--- src/rtl/phy_tx_scheduler.sv ---
// PHY transmit sequencer: one free-running 5-bit counter drives f/2f/4f tick strobes,
// a byte-per-4f serializer (MSB first at 32f) and the OFF -> SYNC -> ACTIVE bring-up.
module phy_tx_scheduler #(
    parameter int         SYNC_BYTES = 4,
    parameter logic [7:0] COM        = 8'hBC,
    parameter logic [7:0] IDL        = 8'h7C
) (
    input  logic       clk_32f,
    input  logic       reset,
    input  logic       enable,
    input  logic       valid_in,
    input  logic [7:0] data_in,
    output logic       data_accept,
    output logic       tick_f,
    output logic       tick_2f,
    output logic       tick_4f,
    output logic       serial_out,
    output logic       link_active
);

    typedef enum logic [1:0] {OFF, SYNC, ACTIVE} state_t;

    localparam logic [3:0] SYNC_LAST = 4'(SYNC_BYTES);

    state_t     state, state_next;
    logic [4:0] cnt;
    logic [3:0] sync_cnt, sync_cnt_next;
    logic [7:0] sh, load_byte;

    always_ff @(posedge clk_32f or posedge reset) begin
        if (reset) cnt <= 5'd0;
        else       cnt <= cnt + 5'd1;
    end

    // Strobes are decoded from the registered count and forced low during reset.
    always_comb begin
        tick_4f = ~reset & (cnt[2:0] == 3'd7);
        tick_2f = ~reset & (cnt[3:0] == 4'd15);
        tick_f  = ~reset & (cnt == 5'd31);
    end

    always_comb begin
        state_next    = state;
        sync_cnt_next = sync_cnt;
        load_byte     = 8'h00;
        data_accept   = 1'b0;
        if (tick_4f) begin
            case (state)
                OFF: begin
                    if (enable) begin
                        state_next    = SYNC;
                        sync_cnt_next = 4'd1;
                        load_byte     = COM;
                    end
                end
                SYNC: begin
                    if (!enable) begin
                        state_next    = OFF;
                        sync_cnt_next = 4'd0;
                    end else if (sync_cnt < SYNC_LAST) begin
                        sync_cnt_next = sync_cnt + 4'd1;
                        load_byte     = COM;
                    end else begin
                        // Last sync boundary already carries the first ACTIVE byte.
                        state_next  = ACTIVE;
                        load_byte   = valid_in ? data_in : IDL;
                        data_accept = valid_in;
                    end
                end
                ACTIVE: begin
                    if (!enable) begin
                        state_next    = OFF;
                        sync_cnt_next = 4'd0;
                    end else begin
                        load_byte   = valid_in ? data_in : IDL;
                        data_accept = valid_in;
                    end
                end
                default: begin
                    state_next    = OFF;
                    sync_cnt_next = 4'd0;
                end
            endcase
        end
    end

    always_ff @(posedge clk_32f or posedge reset) begin
        if (reset) begin
            state       <= OFF;
            sync_cnt    <= 4'd0;
            link_active <= 1'b0;
        end else begin
            state       <= state_next;
            sync_cnt    <= sync_cnt_next;
            link_active <= (state_next == ACTIVE);
        end
    end

    // Loads land only on the boundary, so a byte in flight always completes.
    always_ff @(posedge clk_32f or posedge reset) begin
        if (reset)        sh <= 8'h00;
        else if (tick_4f) sh <= load_byte;
        else              sh <= {sh[6:0], 1'b0};
    end

    assign serial_out = sh[7];

endmodule

--- config.mk ---
export PLATFORM = sky130hd
export DESIGN_NAME = phy_tx_scheduler
export DESIGN_NICKNAME = d
export VERILOG_FILES = /design/src/rtl/phy_tx_scheduler.sv
export SDC_FILE = /design/constraint.sdc
export NUM_CORES = 1
export LEC_CHECK = 0
export BUFFER_PORTS_ARGS = -buffer_cell sky130_fd_sc_hd__buf_2
export CAP_MARGIN = 20
export CORE_MARGIN = 2
export CORE_UTILIZATION = 30
export DETAILED_ROUTE_END_ITERATION = 16
export PLACE_DENSITY_LB_ADDON = 0.25
export SYNTH_ARGS = -nofsm -noshare
export SYNTH_HDL_FRONTEND = slang
export SYNTH_SLANG_ARGS = --single-unit
--- constraint.sdc ---
create_clock -name clk_32f -period 3 [get_ports clk_32f]
set_input_delay 0.15 -clock clk_32f [delete_from_list [all_inputs] [get_ports clk_32f]]
set_output_delay 0.15 -clock clk_32f [all_outputs]
set_load 0.05 [all_outputs]
# ---- After elaboration in Yosys (flattened, before gate mapping)
# Index checks and enable logic that the tools add are counted.
dict set report word_totals {
  regBits 20
  in_bits 12
  out_inout_bits 6
  elab_cells 46
}
dict set report classes {
  add_sub_neg 2
  n_lt_le_gt_ge 1
  n_eq_ne 9
  n_mux 23
  bitwise 4
  n_reduce_logical 2
}
# operator n
set op_table {}
lappend op_table {{8-bit two-way mux} 6}
lappend op_table {{8-bit one-hot mux with 3 select lines} 1}
lappend op_table {{4-bit two-way mux} 4}
lappend op_table {{4-bit one-hot mux with 3 select lines} 1}
lappend op_table {{2-bit two-way mux} 5}
lappend op_table {{2-bit one-hot mux with 3 select lines} 1}
lappend op_table {{5-bit by 1-bit adder with 5-bit output, second input constant} 1}
lappend op_table {{5-bit == test, second input constant} 1}
lappend op_table {{4-bit by 1-bit adder with 4-bit output, second input constant} 1}
lappend op_table {{2-bit == test, second input constant} 2}
lappend op_table {{4-bit == test, second input constant} 1}
lappend op_table {{4-bit by 3-bit < comparator with 1-bit output, second input constant} 1}
lappend op_table {{1-bit two-way mux} 4}
lappend op_table {{2-bit != test, second input constant} 2}
lappend op_table {{4-bit AND reduction} 1}
lappend op_table {{1-bit AND} 3}
lappend op_table {{3-bit == test, second input constant} 1}
lappend op_table {{3-bit != test, second input constant} 1}
lappend op_table {{2-bit by 1-bit == test with 1-bit output, second input constant} 1}
lappend op_table {{2-bit logical NOT} 1}
lappend op_table {{1-bit one-hot mux with 2 select lines} 1}
lappend op_table {{1-bit inverter} 1}

# ---- Depth between registers and ports, before layout
dict set report logic_depth {
  depth_word 6
  mapped_depth 7
  depth_no_buf 6
}

# ---- Worst setup path after synthesis
# No wires, ideal clock.
dict set report synth_path {
  path_kind {reg-to-output}
  start {register cnt[0]}
  end {output port data_accept}
  arrival_ns 1.845
  t_required_ns 2.850
  path_slack_ns 1.005
  stages_incl_launch_ff 8
  path_buffers 1
  cell_sequence {dfrtp_1 ha_1 ha_1 nand2b_1 inv_1 buf_4 nand4_1 nor2_1}
}
dict set report synth_between {
  elab_chain_cells 3
}
# element line_no
set synth_rtl {}
lappend synth_rtl {{start, declared} 26} ;# logic [4:0] cnt;
lappend synth_rtl {{start signal, assigned} 32} ;# else cnt <= cnt + 5'd1;
lappend synth_rtl {{3-bit == test} 37} ;# tick_4f = ~reset & (cnt[2:0] == 3'd7);
lappend synth_rtl {{1-bit AND} 37}
lappend synth_rtl {{named net tick_4f} 16} ;# output logic tick_4f,
lappend synth_rtl {{1-bit two-way mux} 47} ;# if (tick_4f) begin
lappend synth_rtl {{end, declared} 13} ;# output logic data_accept,
# The timed path passes the listed nets, and every way through them passes these cells.

# ---- Final worst setup path
dict set report layout_path {
  start {register cnt[0]}
  end {output port data_accept}
}
dict set report layout_between {
  elab_chain_cells 3
}
# element line_no
set layout_rtl {}
lappend layout_rtl {{3-bit == test} 37}
lappend layout_rtl {{1-bit AND} 37}
lappend layout_rtl {{1-bit two-way mux} 47}
# Every way passes these cells.

==> flow_summary.json <==
{
  "fmax_mhz": 427,
  "slew_viol_final": 0,
  "yosys.area_share.xor_xnor": 0.00810,
  "power_density_mw_per_mm2": 449,
  "fp.dieH_um": 64.0,
  "end_kind": "output pin",
  "io_pins": 18,
  "htree_levels": 1,
  "grt_use_met3": 0.0423,
  "cts.clk_slew.worst_paths_ns": 0.11,
  "r2r_setup_slack_ns": 0.82,
  "crit_type": "flop to output pin",
  "syn-cell-area_sq_mm": 0.00108,
  "fin_crit_sh": 0.780,
  "ys_ff_latch": 20,
  "hold-path-cell-count": 3,
  "period_needed_ns": 2.34,
  "dr.pass1.iters": 4,
  "io_buffers": 17,
  "min_to": "sh[0]",
  "synth.area.top_cells": "dfrtp_1 (46%), ha_1 (9.3%), inv_1 (3.1%)",
  "hold_ws_ns": 0.0758,
  "dieArea_sq_mm": 0.00410,
  "final_cell_mix": "dfrtp_1 (20), buf_2 (17), inv_1 (9)",
  "maxSlewHeadroom": 0.753,
  "muxShareOfSynthArea": 0.0197,
  "rsz0062_at_grt": "no",
  "rows": 21,
  "worst_slack_ns": 0.659,
  "ir_drop_uv": 286,
  "gr-usage-met2": 0.203,
  "postRouteAntennaNets": 0,
  "reg2reg_to": "sync_cnt[1]",
  "synth_top_area_frac": 0.463,
  "overflow": 0,
  "synth_fa_ha_area_frac": 0.0926,
  "ctsLongestPathBuffers": 2,
  "r2r_start": "cnt[0]",
  "cts-root-buf": "clkbuf_4",
  "post_cts_buffers": 0,
  "yosys_warnings": 0,
  "grt_usage": 0.121,
  "grt_antenna_before_repair": 0,
  "min-delay-start": "data_in[0]",
  "hold_path_class": "input pin to flop",
  "synthCells": 103,
  "tightestPinTransition_ns": 0.369,
  "drt_iter0_markers": 17,
  "synth_edf_count": 0,
  "r2r_cells": 6,
  "fp.dieW_um": 64.0,
  "nets": 143,
  "cts.sinks": 20,
  "cp_data_required_time_ns": 2.85,
  "core_area_sq_mm": 0.00339,
  "arrival_ns": 2.19,
  "wl_per_cell_um": 13.1,
  "clock_skew_ns": 0.000491,
  "dpl.hpwl_um": 1700,
  "wl_um": 2190,
  "synth_top_family_by_area": "simple AND/OR/NAND/NOR gates",
  "avgViaCountPerCell": 4.94,
  "grt_pass1_vias": 847,
  "drive_above_1_share": 0.223,
  "cts_hold_buf": 1,
  "final_common_cell": "dfrtp_1",
  "synth_ff_type": "dfrtp_1",
  "status": "completed",
  "gp_congestion": 0.773,
  "yosysTopAreaCell": "dfrtp_1",
  "start_util": 0.319,
  "grt_pass1_wl_um": 3880,
  "grt-busiest-layer": "met2",
  "cts_tree": "done",
  "synth_area_per_cell_sq_um": 10.5,
  "grt_max_degree": 21,
  "dr_total_vias": 825,
  "finalSetupTns_ns": 0,
  "synthArstFlopShare": 1.00,
  "drt_drc_violations_left": 0,
  "use_met1": 0.143,
  "ys_types": 38,
  "syn_to_final_growth_pct": 14.9,
  "hold_viol_final": 0,
  "diodes": 0,
  "syn-num-nets": 123,
  "synthSimpleGateAreaFrac": 0.188,
  "ys_seq_area_frac": 0.463,
  "cts-resized-gates": 0,
  "leakagePower_nw": 0.602,
  "cp_max_fo": 12,
  "pre_cts_ws_ns": 0.847,
  "synth-compound-area-share": 0.178,
  "clkLatencyLatePin_ns": 0.30,
  "startpoint_type": "flop",
  "maxCapViolations": 0,
  "setup-violations-final": 0,
  "final.fill_count": 348,
  "cts_made_buffers": 3
}
-- per-layer routing --
layer	part of all wire	vias up
li1	-	411
met1	0.44	398
met2	0.50	14
met3	0.049	2
met4	0.015	0
met5	0	-
-- critical path, stage by stage (launching register included) --
cell      delay [ns]
dfrtp_1         0.39
ha_1            0.18
ha_1            0.20
nand2b_1        0.23
inv_1           0.37
nand4_1         0.14
nor2_1          0.12
buf_2           0.27
-- Yosys cell counts, types with 3 or more instances --
cell type and n:
a22o_1 3, nand2_1 4, o21ai_0 4, nor2b_1 4
ha_1 8, nand3_1 4, nor2_1 6, inv_1 9
o211ai_1 3, dfrtp_1 20
-- report_power, final --
part           switching [mW]  internal [mW]  total (mW)
registers              0.0120          0.290       0.302
logic                  0.0733         0.0542       0.128
clock network          0.0819         0.0469       0.129
total                   0.167          0.391       0.558
-- stage by stage --
step / total power [mW] / area (sq um) / utilization / std cells
after floorplan: 0.398 / 1080 / - / 103
after detailed placement: 0.435 / 1210 / 0.357 / 163
after global routing: 0.594 / 1240 / 0.367 / 167
after CTS: 0.565 / 1240 / 0.367 / 167
after global placement: 0.432 / 1210 / 0.357 / 163
final: 0.558 / 1240 / 0.367 / 167
-- sequential cells by signal, indices dropped and copies added, names as in the netlist --
register and cells:
cnt 5, link_active 1, state 2, sync_cnt 4
sh 8
-- worst max-delay path by stage --
| stage | startpoint | end | slack, ns | cells after the start |
|---|---|---|---|---|
| after floorplan | cnt[0] | data_accept | 1.00 | 7 |
| after global placement | cnt[0] | sync_cnt[1] | 0.92 | 6 |
| after detailed placement | cnt[0] | sync_cnt[1] | 0.85 | 6 |
| after CTS | cnt[0] | data_accept | 0.65 | 7 |
| after global routing | cnt[0] | data_accept | 0.43 | 7 |
| final | cnt[0] | data_accept | 0.66 | 7 |
-- area by class of cell --
| cell class | instances | area (sq um) | share of cell area |
|---|---|---|---|
| Clock buffer | 3 | 22.5 | 0.0181 |
| Inverter | 9 | 33.8 | 0.0272 |
| Multi-Input combinational cell | 70 | 526 | 0.423 |
| Sequential cell | 20 | 500 | 0.403 |
| Tap cell | 46 | 57.6 | 0.0463 |
| Timing Repair Buffer | 19 | 103 | 0.0826 |
-- kinds of logic after synthesis --
logic type / Yosys count
simple gates: 34
compound gates: 25
flops: 20
buf+inv: 13
fa+ha+maj: 8
mux: 2
xor+xnor: 1
(Power assumes the default switching activity.)
